### src/rtl/dec_ham.sv
// Hamming (21,16) receive-side decoder: syndrome, single-error correction,
// two-stage valid/ready pipeline and saturating link-quality error counters.
module dec_ham #(
    parameter int CNT_W = 16
) (
    input  logic             clk_i,
    input  logic             rst_i,
    input  logic [20:0]      dat_i,
    input  logic             vld_i,
    output logic             rdy_o,
    output logic [15:0]      dat_o,
    output logic             vld_o,
    input  logic             rdy_i,
    output logic [4:0]       syn_o,
    output logic             err_cor_o,
    output logic             err_unc_o,
    input  logic             clr_cnt_i,
    output logic [CNT_W-1:0] cnt_cor_o,
    output logic [CNT_W-1:0] cnt_unc_o
);

    logic             s1Vld_q;
    logic [20:0]      s1Cw_q;
    logic [4:0]       s1Syn_q;
    logic             s2Vld_q;
    logic [15:0]      s2Dat_q;
    logic [4:0]       s2Syn_q;
    logic             s2Cor_q;
    logic             s2Unc_q;
    logic [CNT_W-1:0] cntCor_q;
    logic [CNT_W-1:0] cntCor_d;
    logic [CNT_W-1:0] cntUnc_q;
    logic [CNT_W-1:0] cntUnc_d;

    logic             adv1;
    logic             adv2;
    logic             outHs;
    logic [4:0]       synIn;
    logic             corFlag;
    logic             uncFlag;
    logic [20:0]      cwFix;
    logic [15:0]      datFix;

    // Each syndrome bit covers every position whose index has that bit set.
    function automatic logic [4:0] calcSyndrome(input logic [20:0] cw);
        logic [4:0] s;
        logic [4:0] pos;
        s = '0;
        for (int p = 1; p <= 21; p++) begin
            pos = 5'(p);
            for (int k = 0; k < 5; k++) begin
                if (pos[k]) s[k] = s[k] ^ cw[p-1];
            end
        end
        return s;
    endfunction

    assign adv2  = !s2Vld_q || rdy_i;
    assign adv1  = !s1Vld_q || adv2;
    assign rdy_o = adv1;
    assign outHs = s2Vld_q && rdy_i;
    assign synIn = calcSyndrome(dat_i);

    always_comb begin
        corFlag = (s1Syn_q != 5'd0) && (s1Syn_q <= 5'd21);
        uncFlag = (s1Syn_q > 5'd21);
        cwFix   = s1Cw_q;
        for (int i = 0; i < 21; i++) begin
            if (corFlag && (s1Syn_q == 5'(i + 1))) cwFix[i] = ~s1Cw_q[i];
        end
        datFix = {cwFix[20:16], cwFix[14:8], cwFix[6:4], cwFix[2]};
    end

    always_ff @(posedge clk_i or negedge rst_i) begin
        if (!rst_i) begin
            s1Vld_q <= 1'b0;
            s1Cw_q  <= '0;
            s1Syn_q <= '0;
        end else if (adv1) begin
            s1Vld_q <= vld_i;
            if (vld_i) begin
                s1Cw_q  <= dat_i;
                s1Syn_q <= synIn;
            end
        end
    end

    // Output stage only reloads when a real word arrives, so data holds under stall.
    always_ff @(posedge clk_i or negedge rst_i) begin
        if (!rst_i) begin
            s2Vld_q <= 1'b0;
            s2Dat_q <= '0;
            s2Syn_q <= '0;
            s2Cor_q <= 1'b0;
            s2Unc_q <= 1'b0;
        end else if (adv2) begin
            s2Vld_q <= s1Vld_q;
            if (s1Vld_q) begin
                s2Dat_q <= datFix;
                s2Syn_q <= s1Syn_q;
                s2Cor_q <= corFlag;
                s2Unc_q <= uncFlag;
            end
        end
    end

    always_comb begin
        cntCor_d = cntCor_q;
        cntUnc_d = cntUnc_q;
        if (clr_cnt_i) begin
            cntCor_d = '0;
            cntUnc_d = '0;
        end else if (outHs) begin
            if (s2Cor_q && (cntCor_q != '1)) cntCor_d = cntCor_q + CNT_W'(1);
            if (s2Unc_q && (cntUnc_q != '1)) cntUnc_d = cntUnc_q + CNT_W'(1);
        end
    end

    always_ff @(posedge clk_i or negedge rst_i) begin
        if (!rst_i) begin
            cntCor_q <= '0;
            cntUnc_q <= '0;
        end else begin
            cntCor_q <= cntCor_d;
            cntUnc_q <= cntUnc_d;
        end
    end

    assign dat_o     = s2Dat_q;
    assign vld_o     = s2Vld_q;
    assign syn_o     = s2Syn_q;
    assign err_cor_o = s2Cor_q;
    assign err_unc_o = s2Unc_q;
    assign cnt_cor_o = cntCor_q;
    assign cnt_unc_o = cntUnc_q;

endmodule

### config.mk
export PLATFORM = sky130hd
export DESIGN_NAME = dec_ham
export DESIGN_NICKNAME = d
export VERILOG_FILES = /design/src/rtl/dec_ham.sv
export SDC_FILE = /design/constraint.sdc
export NUM_CORES = 1
export LEC_CHECK = 0
export CORE_MARGIN = 2
export CORE_UTILIZATION = 51
export DETAILED_ROUTE_END_ITERATION = 8
export PLACE_DENSITY = 0.92
export SYNTH_ARGS = -nofsm -noshare
export SYNTH_HDL_FRONTEND = slang
export SYNTH_SLANG_ARGS = --single-unit
### constraint.sdc
create_clock -name clk_i -period 2.2 [get_ports clk_i]
set_clock_uncertainty 0.1 [all_clocks]
set_input_delay 0.33 -clock clk_i [delete_from_list [all_inputs] [get_ports clk_i]]
set_output_delay 0.33 -clock clk_i [all_outputs]
set_load 0.02 [all_outputs]
==> results of run 1 <==
worst max-delay path, delay by kind of cell:
kind | cells | cell delay (ns)
AND/OR/NAND/NOR | 1 | 0.18
buffers and inverters | 2 | 1.14
kinds of logic (layout without fill, tap and decap cells):
group,Yosys count,in the layout
AND/OR/NAND/NOR,168,168
flip-flops,78,78
XOR/XNOR,69,69
AO/OA/AOI/OAI,46,46
multiplexers,19,19
buffers and inverters,19,110
adder cells (fa/ha/maj),2,2
flip-flops by register name (all words and copies together), names as in the netlist:
name,flops
cnt_cor_o,16
cnt_unc_o,16
dat_o,16
err_cor_o,1
err_unc_o,1
s1Cw_q,16
s1Syn_q,5
s1Vld_q,1
syn_o,5
vld_o,1
how the worst max path moves through the flow:
stage,startpoint,to,depth (start not counted)
5_1_grt,rdy_i,rdy_o,3
3_5_place_dp,rdy_i,cnt_cor_o[13],7
4_1_cts,rdy_i,rdy_o,3
2_1_floorplan,cnt_unc_o[0],cnt_unc_o[5],7
6_report,rdy_i,rdy_o,3
3_3_place_gp,rdy_i,cnt_cor_o[13],7
repair_timing:
item / in CTS / in global routing
resized for setup: 0 / 0
hold buffers: 1 / 0
endpoints found under the setup margin: 0 / 0
endpoints found under the hold margin: 37 / 0
through the flow:
step                instances  total power, W  area [um2]  TNS [ns]  utilization, %
detailed placement        577         0.00302        4960   -0.0183            64.9
global placement          577         0.00297        4960         0            64.9
finish                    594         0.00413        5190         0            67.9
CTS                       594         0.00416        5190         0            67.9
global route              594         0.00433        5190         0            67.9
floorplan                 401         0.00249        4000         0               -
layout make-up:
type	count	area [um2]	area share [%]
sequential	78	1950	37.6
multi-input combinational	304	1960	37.8
clock inverter	4	51.3	0.988
timing repair buffer	93	928	17.9
clock buffer	12	165	3.18
tap	102	128	2.46
inverter	1	3.75	0.0723
power groups by stage:
stage	Combinational, W	Clock (W)	Sequential, W
after floorplan	0.000543	0	0.00195
after global placement	0.00109	0	0.00188
after detailed placement	0.00113	0	0.00189
after CTS	0.00114	0.00116	0.00186
after global routing	0.00121	0.00122	0.00190
final	0.00112	0.00115	0.00187
layer usage:
layer	share of wire [%]	wire length [um]	vias up
li1	-	-	1547
met1	42	3700	1567
met2	52	4600	101
met3	4.6	406	13
met4	1.6	146	0
met5	0	0	-
cell usage in the layout (no fill, tap or decap), drive strengths merged, types with 8 or more instances in the layout:
cell,instances
mux2,16
nor2,39
nand2,56
nand3,16
clkdlybuf4s50,81
nor3,8
nand4,9
dfrtp,78
buf,11
o21ai,25
xnor2,38
clkbuf,12
xor2,31
==> impl_metrics.yaml, run 1 <==
status:
  status: "finished clean"
cells_and_area:
  area_growth_pct: 29.9
  drive_above_1_share_pct: 9.96
  diodes: 0
  n_fill_cell: 580
  nets: 515
worst_setup_path:
  max_stage_delay_ns: 0.63
  worstSetupStartpointType: "primary input"
  cpMostUsedCell: "clkdlybuf4s50_1"
  crit_arrival_ns: 1.66
  reg2reg_depth: 6
  critPathKind: "primary input to output port"
  crit_path_end_kind: "output port"
  rr_startpoint: "cnt_unc_o[0]"
  path_cells: "clkdlybuf4s50_1, nand3b_1, clkdlybuf4s50_1"
  timing.rr.end: "cnt_unc_o[1]"
  critPathMaxFanout: 5
  slowest_stage: "clkdlybuf4s50_1"
  worst-r2r-setup-slack_ns: 0.22
  crit_required_ns: 1.77
synth:
  syn_nets: 429
  yosysWarnings: 0
  syn-instance-count: 401
  synth_simple_gate_area_share_pct: 20.9
  yosys-top-cells-count: "dfrtp_1, nand2_1, nor2_1, xnor2_1, xor2_1"
  synth-main-ff-cell: "dfrtp_1"
  synth.most_common_cell: "dfrtp_1"
  synth-seq-cells: 78
  synth_compound_area_share_pct: 7.20
  yosysUniqueCellTypes: 45
  synth_mux_area_share_pct: 5.26
  synth_top_area_share_pct: 48.9
  synthArstFlopShare_pct: 100
  yosys.area.top_type: "dfrtp_1"
  seq_area_frac_synth_pct: 48.9
  synth_top_family_by_area: "simple AND/OR/NAND/NOR gates"
  synthAdderAreaFrac_pct: 0.626
  synth_edf_count: 0
  synth_xor_xnor_area_share_pct: 15.1
  ys_top_cells_by_area: "dfrtp_1, xnor2_1, xor2_1, nand2_1, mux2_2"
  avgSynthCellArea_um2: 9.96
  syn_area_um2: 4000
min_path:
  hold_class: "primary input to async pin"
clocking:
  clk_latency_ns: 0.36
  numCtsBuffers: 9
  post-cts-setup-buffer-count: 0
  root_buffer: "clkbuf_8"
  cts.sinks: 78
  clockBufferDepth: 2
  tritoncts: "built"
  cts.htree.levels: 3
  path_clk_slew_ns: 0.07
floorplan:
  start_util_pct: 52.2
  die-area_um2: 8560
  die_w_um: 92.5
  rows: 32
  pin_count: 83
  core-area_um2: 7650
  dieHeight_um: 92.5
drt:
  drtIter0Drc: 100
  vias_per_cell: 5.43
  routed_wl_um: 8850
  avgRoutedWirePerCell_um: 14.9
  first_pass_iters: 4
  vias: 3228
  ant_nets: 0
  drc: 0
place:
  dpl.hpwl_um: 6650
  pre_cts_ws_ns: -0.0183
  io_buffer_count: 82
  place_congestion: 0.923
sta:
  rsz0062_at_grt: "no"
  max_freq_mhz: 479
  tightest_slew_ns: 0.497
  worst_slack_ns: 0.110
  relSlewSlack_pct: 66.6
  min_period_ns: 2.09
  finalSetupViolCount: 0
  fin_crit_sh_pct: 95.0
  whs_ns: 0.372
  maxSlewViolCount: 0
  report.final.hold_viol_count: 0
global_route:
  busiest_layer: "met2"
  grt-ovfl-total: 0
  grt_pass1_wl_um: 14600
  grt_pass1_vias: 3196
  use_met1_pct: 26.1
  antenna_found_initial: 0
  grt_max_degree: 42
  use_met3_pct: 4.88
  grt_usage_pct: 21.9
  use_met2_pct: 38.4
power_and_ir_drop:
  seq_power_share_pct: 45.1
  clockPowerShare_pct: 27.8
  p_per_area_nw_per_um2: 797
  swShare_pct: 32.2
  power.leakage_nw: 2.07
  ir_worst_vdd_v: 0.000456
  p_int_w: 0.00280
  p_switching_w: 0.00133
  pwr-share-comb_pct: 27.1
run:
  drv_cap: 0
No activity file was read; power rests on OpenSTA's default activity.
==> inputs of run 2 (changes only) <==
SKIP_CTS_REPAIR_TIMING = 1   (was default)
clock period = 2.34 ns   (was 2.2 ns; I/O delays follow)
==> impl_metrics.yaml, run 2 (same netlist as run 1, synthesis figures left out) <==
cells_and_area:
  regArea_um2: 1950
  final_cells: 595
  design_area_um2: 5160
  drive_above_1_share_pct: 9.94
  area_growth_pct: 29.1
  n_fill_cell: 595
  post-route-util_pct: 67.5
  most-common-layout-cells: "clkdlybuf4s50_1, dfrtp_1, nand2_1, nor2_1, xnor2_1"
  multi_input_area_um2: 1960
  diodes: 0
  final_common_cell: "clkdlybuf4s50_1"
  nets: 516
sta:
  max_freq_mhz: 464
  relSlewSlack_pct: 66.7
  report.final.hold_viol_count: 0
  setup_tns_ns: 0
  worst_slack_ns: 0.183
  min_period_ns: 2.16
  fin_crit_sh_pct: 92.2
  tightest_slew_ns: 0.495
  rsz0062_at_grt: "no"
  maxSlewViolCount: 0
  finalSetupViolCount: 0
clocking:
  clockBufferDepth: 2
  path_clk_slew_ns: 0.08
  cts.htree.levels: 3
  numCtsBuffers: 9
  root_buffer: "clkbuf_8"
  clk_latency_ns: 0.34
  cts.sinks: 78
  tritoncts: "built"
place:
  io_buffer_count: 82
  dpl.hpwl_um: 6700
  post-place-cells: 578
  placed_area_um2: 4960
  pre_cts_ws_ns: 0.123
  place_congestion: 0.965
floorplan:
  dieHeight_um: 92.5
  pin_count: 83
  die-area_um2: 8560
  rows: 32
  die_w_um: 92.5
  core-area_um2: 7650
  start_util_pct: 52.2
power_and_ir_drop:
  ir_worst_vdd_v: 0.000388
  power.leakage_nw: 2.06
  p_per_area_nw_per_um2: 733
worst_setup_path:
  critPathKind: "primary input to output port"
  crit_arrival_ns: 1.71
  worstSetupStartpointType: "primary input"
  crit_required_ns: 1.89
  critPathMaxFanout: 5
  rr_startpoint: "cnt_unc_o[0]"
  crit_path_end_kind: "output port"
  worstSetupStartpoint: "rdy_i"
min_path:
  hold_class: "primary input to async pin"
global_route:
  grt_pass1_wl_um: 14800
  grt_max_degree: 33
  antenna_found_initial: 0
  grt_pass1_vias: 3208
  grt_usage_pct: 21.7
  grt-ovfl-total: 0
drt:
  ant_nets: 0
  vias: 3242
  drc: 0
  routed_wl_um: 8730
  avgRoutedWirePerCell_um: 14.7
  first_pass_iters: 4
  vias_per_cell: 5.45
  drtIter0Drc: 119
status:
  status: "finished clean"
run:
  drv_cap: 0
run 2: worst paths after layout:
kind                       depth (start not counted)  slack (ns)      endpoint
setup / recovery                                   3        0.18         rdy_o
hold / removal                                     2        0.38  cnt_unc_o[8]
setup reg to reg                                   6        0.24  cnt_unc_o[7]
hold reg to reg                                    2        0.39      dat_o[5]
max in group asynchronous                          3        1.20       s1Vld_q
min in group clk_i                                 2        0.39      dat_o[5]
run 2: final cells by class:
| class | count | share of cell area [%] |
|---|---|---|
| well taps | 102 | 2.47 |
| inverters | 1 | 0.0728 |
| clock buffers | 10 | 2.47 |
| multi-input cells | 304 | 38.0 |
| clock inverters | 6 | 1.21 |
| flip-flops and latches | 78 | 37.8 |
| repair buffers | 94 | 17.9 |
run 2: power by group:
group | internal, W | switching (W)
registers | 0.00155 | 0.000207
logic | 0.000511 | 0.000540
clock network | 0.000491 | 0.000486
total | 0.00255 | 0.00123
run 2: layer usage:
metal  global-route usage, %  wire, um  up-vias
met5                       0         0        -
li1                        -         -     1558
met2                    37.3      4460      119
met3                    4.39       463       12
met4                    6.84        93        0
met1                    27.5      3710     1553
run 2: stage by stage:
step / power (W) / hold slack [ns]
after global routing: 0.00398 / 0.406
after CTS: 0.00380 / -0.159
after global placement: 0.00279 / 0.209
after detailed placement: 0.00284 / 0.211
after floorplan: 0.00234 / -0.0446
final: 0.00378 / 0.379
run 2: worst max-delay path: stages:
cell             delay (ns)
clkdlybuf4s50_1        0.52
nand3b_1               0.20
clkdlybuf4s50_1        0.63
==> inputs of run 3 (changes only) <==
CORE_UTILIZATION = 53   (was 51)
CTS_BUF_LIST = sky130_fd_sc_hd__clkbuf_2   (was default)
PLACE_DENSITY = 0.94   (was 0.92)
==> impl_metrics.yaml, run 3 (same netlist as run 1, synthesis figures left out) <==
status:
  status: "finished clean"
floorplan:
  core-area_um2: 7290
  die-area_um2: 8250
  die_w_um: 90.8
  rows: 31
  start_util_pct: 54.8
  pin_count: 83
  dieHeight_um: 90.8
sta:
  maxSlewViolCount: 0
  whs_ns: 0.195
  worst_slack_ns: 0.229
  rsz0062_at_grt: "no"
  setup_tns_ns: 0
  relSlewSlack_pct: 65.7
  fin_crit_sh_pct: 90.2
  finalSetupViolCount: 0
  report.final.hold_viol_count: 0
  max_freq_mhz: 474
  tightest_slew_ns: 0.510
  min_period_ns: 2.11
worst_setup_path:
  timing.rr.end: "cnt_unc_o[2]"
  rr_startpoint: "cnt_unc_o[0]"
  path_cells: "clkdlybuf4s50_1"
  crit_arrival_ns: 1.66
  critPathMaxFanout: 6
  slowest_stage: "clkdlybuf4s50_1"
  worstSetupStartpoint: "cnt_unc_o[3]"
  crit_required_ns: 1.89
  worstSetupStartpointType: "flip-flop"
  max_stage_delay_ns: 0.65
  path_buf_inv: 1
  path_depth: 1
  endpoint: "cnt_unc_o[3]"
  crit_family: "buffers and inverters"
  critPathKind: "flip-flop to output port"
  crit_path_end_kind: "output port"
  worst-r2r-setup-slack_ns: 0.24
  reg2reg_depth: 6
cells_and_area:
  diodes: 0
  nets: 515
  most-common-layout-cells: "clkdlybuf4s50_1, dfrtp_1, nand2_1, nor2_1, xnor2_1"
  multi_input_area_um2: 1960
  post-route-util_pct: 69.4
  n_fill_cell: 550
  final_common_cell: "clkdlybuf4s50_1"
  regArea_um2: 1950
  drive_above_1_share_pct: 9.57
  area_growth_pct: 26.7
min_path:
  hold_class: "primary input to async pin"
clocking:
  path_clk_slew_ns: 0.19
  clockBufferDepth: 2
  tritoncts: "built"
  cts.sinks: 78
  clk_latency_ns: 0.50
  numCtsBuffers: 9
  root_buffer: "clkbuf_2"
  cts.htree.levels: 3
drt:
  vias_per_cell: 5.44
  avgRoutedWirePerCell_um: 14.8
  vias: 3207
  ant_nets: 0
  drtIter0Drc: 123
  drc: 0
  routed_wl_um: 8710
  first_pass_iters: 4
place:
  io_buffer_count: 82
  dpl.hpwl_um: 6580
  pre_cts_ws_ns: 0.112
  place_congestion: 0.928
power_and_ir_drop:
  finalPower_w: 0.00348
  p_per_area_nw_per_um2: 688
  power.leakage_nw: 2.02
  ir_worst_vdd_v: 0.000358
global_route:
  antenna_found_initial: 0
  grt_pass1_vias: 3235
  grt_usage_pct: 22.1
  grt_pass1_wl_um: 14700
  grt-ovfl-total: 0
  grt_max_degree: 33
run:
  drv_cap: 0
-- run 3: changes by cell type in the layout (fill, tap and decap cells not counted) --
cell             delta
clkbuf_1            -1
clkbuf_8            -9
clkbuf_2           +10
buf_4               -1
dlymetal6s2s_1      +1
clkinvlp_4          +1
clkinv_2            -1
clkinv_4            -2
clkinv_1            +1
clkdlybuf4s50_1     -1
-- run 3: area by class of cell --
| type | count | share of cell area [%] |
|---|---|---|
| clock buffers | 10 | 0.989 |
| clock inverters | 5 | 1.01 |
| inverters | 1 | 0.0742 |
| multi-input cells | 304 | 38.8 |
| flip-flops and latches | 78 | 38.6 |
| well taps | 99 | 2.45 |
| repair buffers | 93 | 18.1 |
-- run 3: per-layer routing --
metal	vias to the layer above	global-route usage [%]	routed length [um]
met2	95	38.7	4430
met1	1548	26.8	3700
met5	-	0	0
met3	13	4.17	417
li1	1551	-	-
met4	0	9.34	150
-- run 3: worst register-to-register path, delay by kind of cell (launching register included) --
kind	cells	cell delay, ns
compound gates	1	0.25
xor+xnor	1	0.19
flops	1	0.47
fa+ha+maj	1	0.22
simple gates	3	0.80
-- run 3: per-stage QoR --
stage / cells / instance area, um2
after detailed placement: 574 / 4950
after floorplan: 401 / 4000
after CTS: 589 / 5050
final: 590 / 5060
after global placement: 574 / 4950
after global routing: 590 / 5060
-- run 3: power by group --
group          leakage (nW)  total (W)  switching, W  internal (W)
registers              1.00    0.00176      0.000212       0.00154
logic                 0.957    0.00105      0.000535      0.000512
clock network        0.0652   0.000679      0.000440      0.000238
-- run 3: worst min path at each step --
stage	endpoint	slack, ns
4_1_cts	cnt_cor_o[14]	-0.39
6_report	cnt_unc_o[7]	0.20
5_1_grt	cnt_unc_o[13]	0.15
2_1_floorplan	cnt_cor_o[0]	-0.04
3_3_place_gp	cnt_unc_o[15]	0.19
3_5_place_dp	cnt_unc_o[7]	0.19
==> patch: new RTL, settings of run 3 <==
`CNT_W`: 16 -> 18.
--- a/src/rtl/dec_ham.sv
+++ b/src/rtl/dec_ham.sv
@@ -1,7 +1,7 @@
 // Hamming (21,16) receive-side decoder: syndrome, single-error correction,
 // two-stage valid/ready pipeline and saturating link-quality error counters.
 module dec_ham #(
-    parameter int CNT_W = 16
+    parameter int CNT_W = 18
 ) (
     input  logic             clk_i,
     input  logic             rst_i,
Interface: changed (resized cnt_cor_o and cnt_unc_o); port bits go from 83 to 87. No check against the original RTL was run, so the function may have changed too.
==> patch against run 3 <==
- synthesized area rose by 12%
- routed wire length rose by 17%
- global-route usage rose by 1.4 points
- non-clock buffer count rose by 8
- synthesized cell count rose by 13%
- first-iteration DRC count rose by 51%
- sequential cell count rose by 4
- worst setup slack got worse by 0.062 ns
- maximum frequency fell by 2.9%
- final area rose by 12%
- cell count rose by 11%
- total power rose by 9.0%
==> patch: results (changes against run 3) <==
Syn Nets 480 (+12%); Worst-Skew Late Latency 0.53 ns (+0.03 ns); Tcrit/Tclk final 0.928 (+0.0265); Min-Delay Path Class in -> async; H-tree lvl count 3 (unchanged); maximum VDD drop 0.417 mV (+16%); leak pwr 0.00230 uW (+14%); CP max-delay cell clkdlybuf4s50_1; vias in the first global route 3658 (+13%); vias per inst 5.79 (+6.5%); initial antenna violation count 0 (unchanged); pre-CTS WS -0.0396 ns (-0.152 ns); Filler cells 643 (+17%); IO Port Bufs 86 (+4.9%); Slew @ Worst Pin 0.692 ns (+0.183 ns); Worst Path Arrival 1.72 ns (+0.06 ns); clock root buffer clkbuf_2; share of cells above drive strength 1 0.137 (+0.0414); gr usage total 0.235 (+0.0137); clk slew on worst S/H paths 0.22 ns (+0.03 ns); first-pass GRT wire length 16.9 mm (+15%); ANT cells 0 (unchanged); pin count of the biggest net entering global routing 51 (+55%); Clock Path Buffers 2 (unchanged); outcome finished, final reports clean; Critical path buffers and inverters 1 (unchanged); Syn. warnings 0 (unchanged); Post-synth top cells 82 x dfrtp_1, 65 x nand2_1, 34 x mux2_2; DP HPWL 7.59 mm (+15%); sequential fraction of the synthesis area 0.458 (-0.0310); Iter 0 DRT Violations 186 (+51%); final net count 570 (+11%); Area contributors post-synth dfrtp_1 46%, mux2_2 8.5%, xnor2_1 5.5%, nand2_1 5.4%, nor2b_1 2.9%; wire length per cell 15.6 um (+5.5%); cell family with most CP delay buffers and inverters; CP max FO 8 (+2); crit-path max cell delay 0.66 ns; total CTS buffers 9 (unchanged); r2r setup slk 0.27 ns (+0.03 ns); Routability Congestion 0.849 (-8.5%); Synth cell types 49 (+8.9%)
-- patch: final cells by class --
class | count | share of cell area
clock inverter | 6 | 0.0144
sequential | 82 | 0.363
clock buffer | 10 | 0.00885
multi-input combinational | 340 | 0.408
timing repair buffer | 101 | 0.177
inverter | 8 | 0.00531
tap | 105 | 0.0232
-- patch: power by group --
group / switching [uW] / internal (uW) / leakage (uW)
Sequential: 222 / 1620 / 0.00106
Combinational: 557 / 557 / 0.00117
Clock: 493 / 351 / 0.0000793
-- patch: logic make-up after synthesis --
family                     synth area share
AOI/OAI and AO/OA                    0.0932
DFF                                   0.458
buffers and inverters                0.0279
adders and majority gates           0.00558
and+or+nand+nor                       0.228
muxes                                0.0898
xor gates and xnor gates             0.0982
-- patch: through the flow --
| step | hold WS (ns) | std cells | area [um^2] |
|---|---|---|---|
| 2_1_floorplan | -0.0446 | 452 | 4480 |
| 3_3_place_gp | 0.258 | 635 | 5510 |
| 3_5_place_dp | 0.266 | 635 | 5510 |
| 4_1_cts | -0.344 | 651 | 5640 |
| 5_1_grt | 0.231 | 652 | 5650 |
| 6_report | 0.203 | 652 | 5650 |
-- patch: path summary, 6_finish.rpt --
path                         startpoint            end  depth (start not counted)
max                        cnt_unc_o[8]   cnt_unc_o[8]                          1
min                               rst_i   cnt_unc_o[8]                          2
max reg2reg                cnt_cor_o[1]  cnt_cor_o[14]                          5
min reg2reg                    syn_o[2]       syn_o[2]                          2
max in group asynchronous         rst_i      s1Cw_q[6]                          3
min in group clk_i                vld_i        s1Vld_q                          2
-- patch: metal layers --
metal  wire length (um)  share of wire  global-route usage  up-vias
li1                   -              -                   -     1783
met1               4080           0.40               0.288     1832
met2               5300           0.52               0.411      140
met3                588          0.058              0.0321       19
met4                187          0.018               0.105        0
met5                  0              0                   0        -
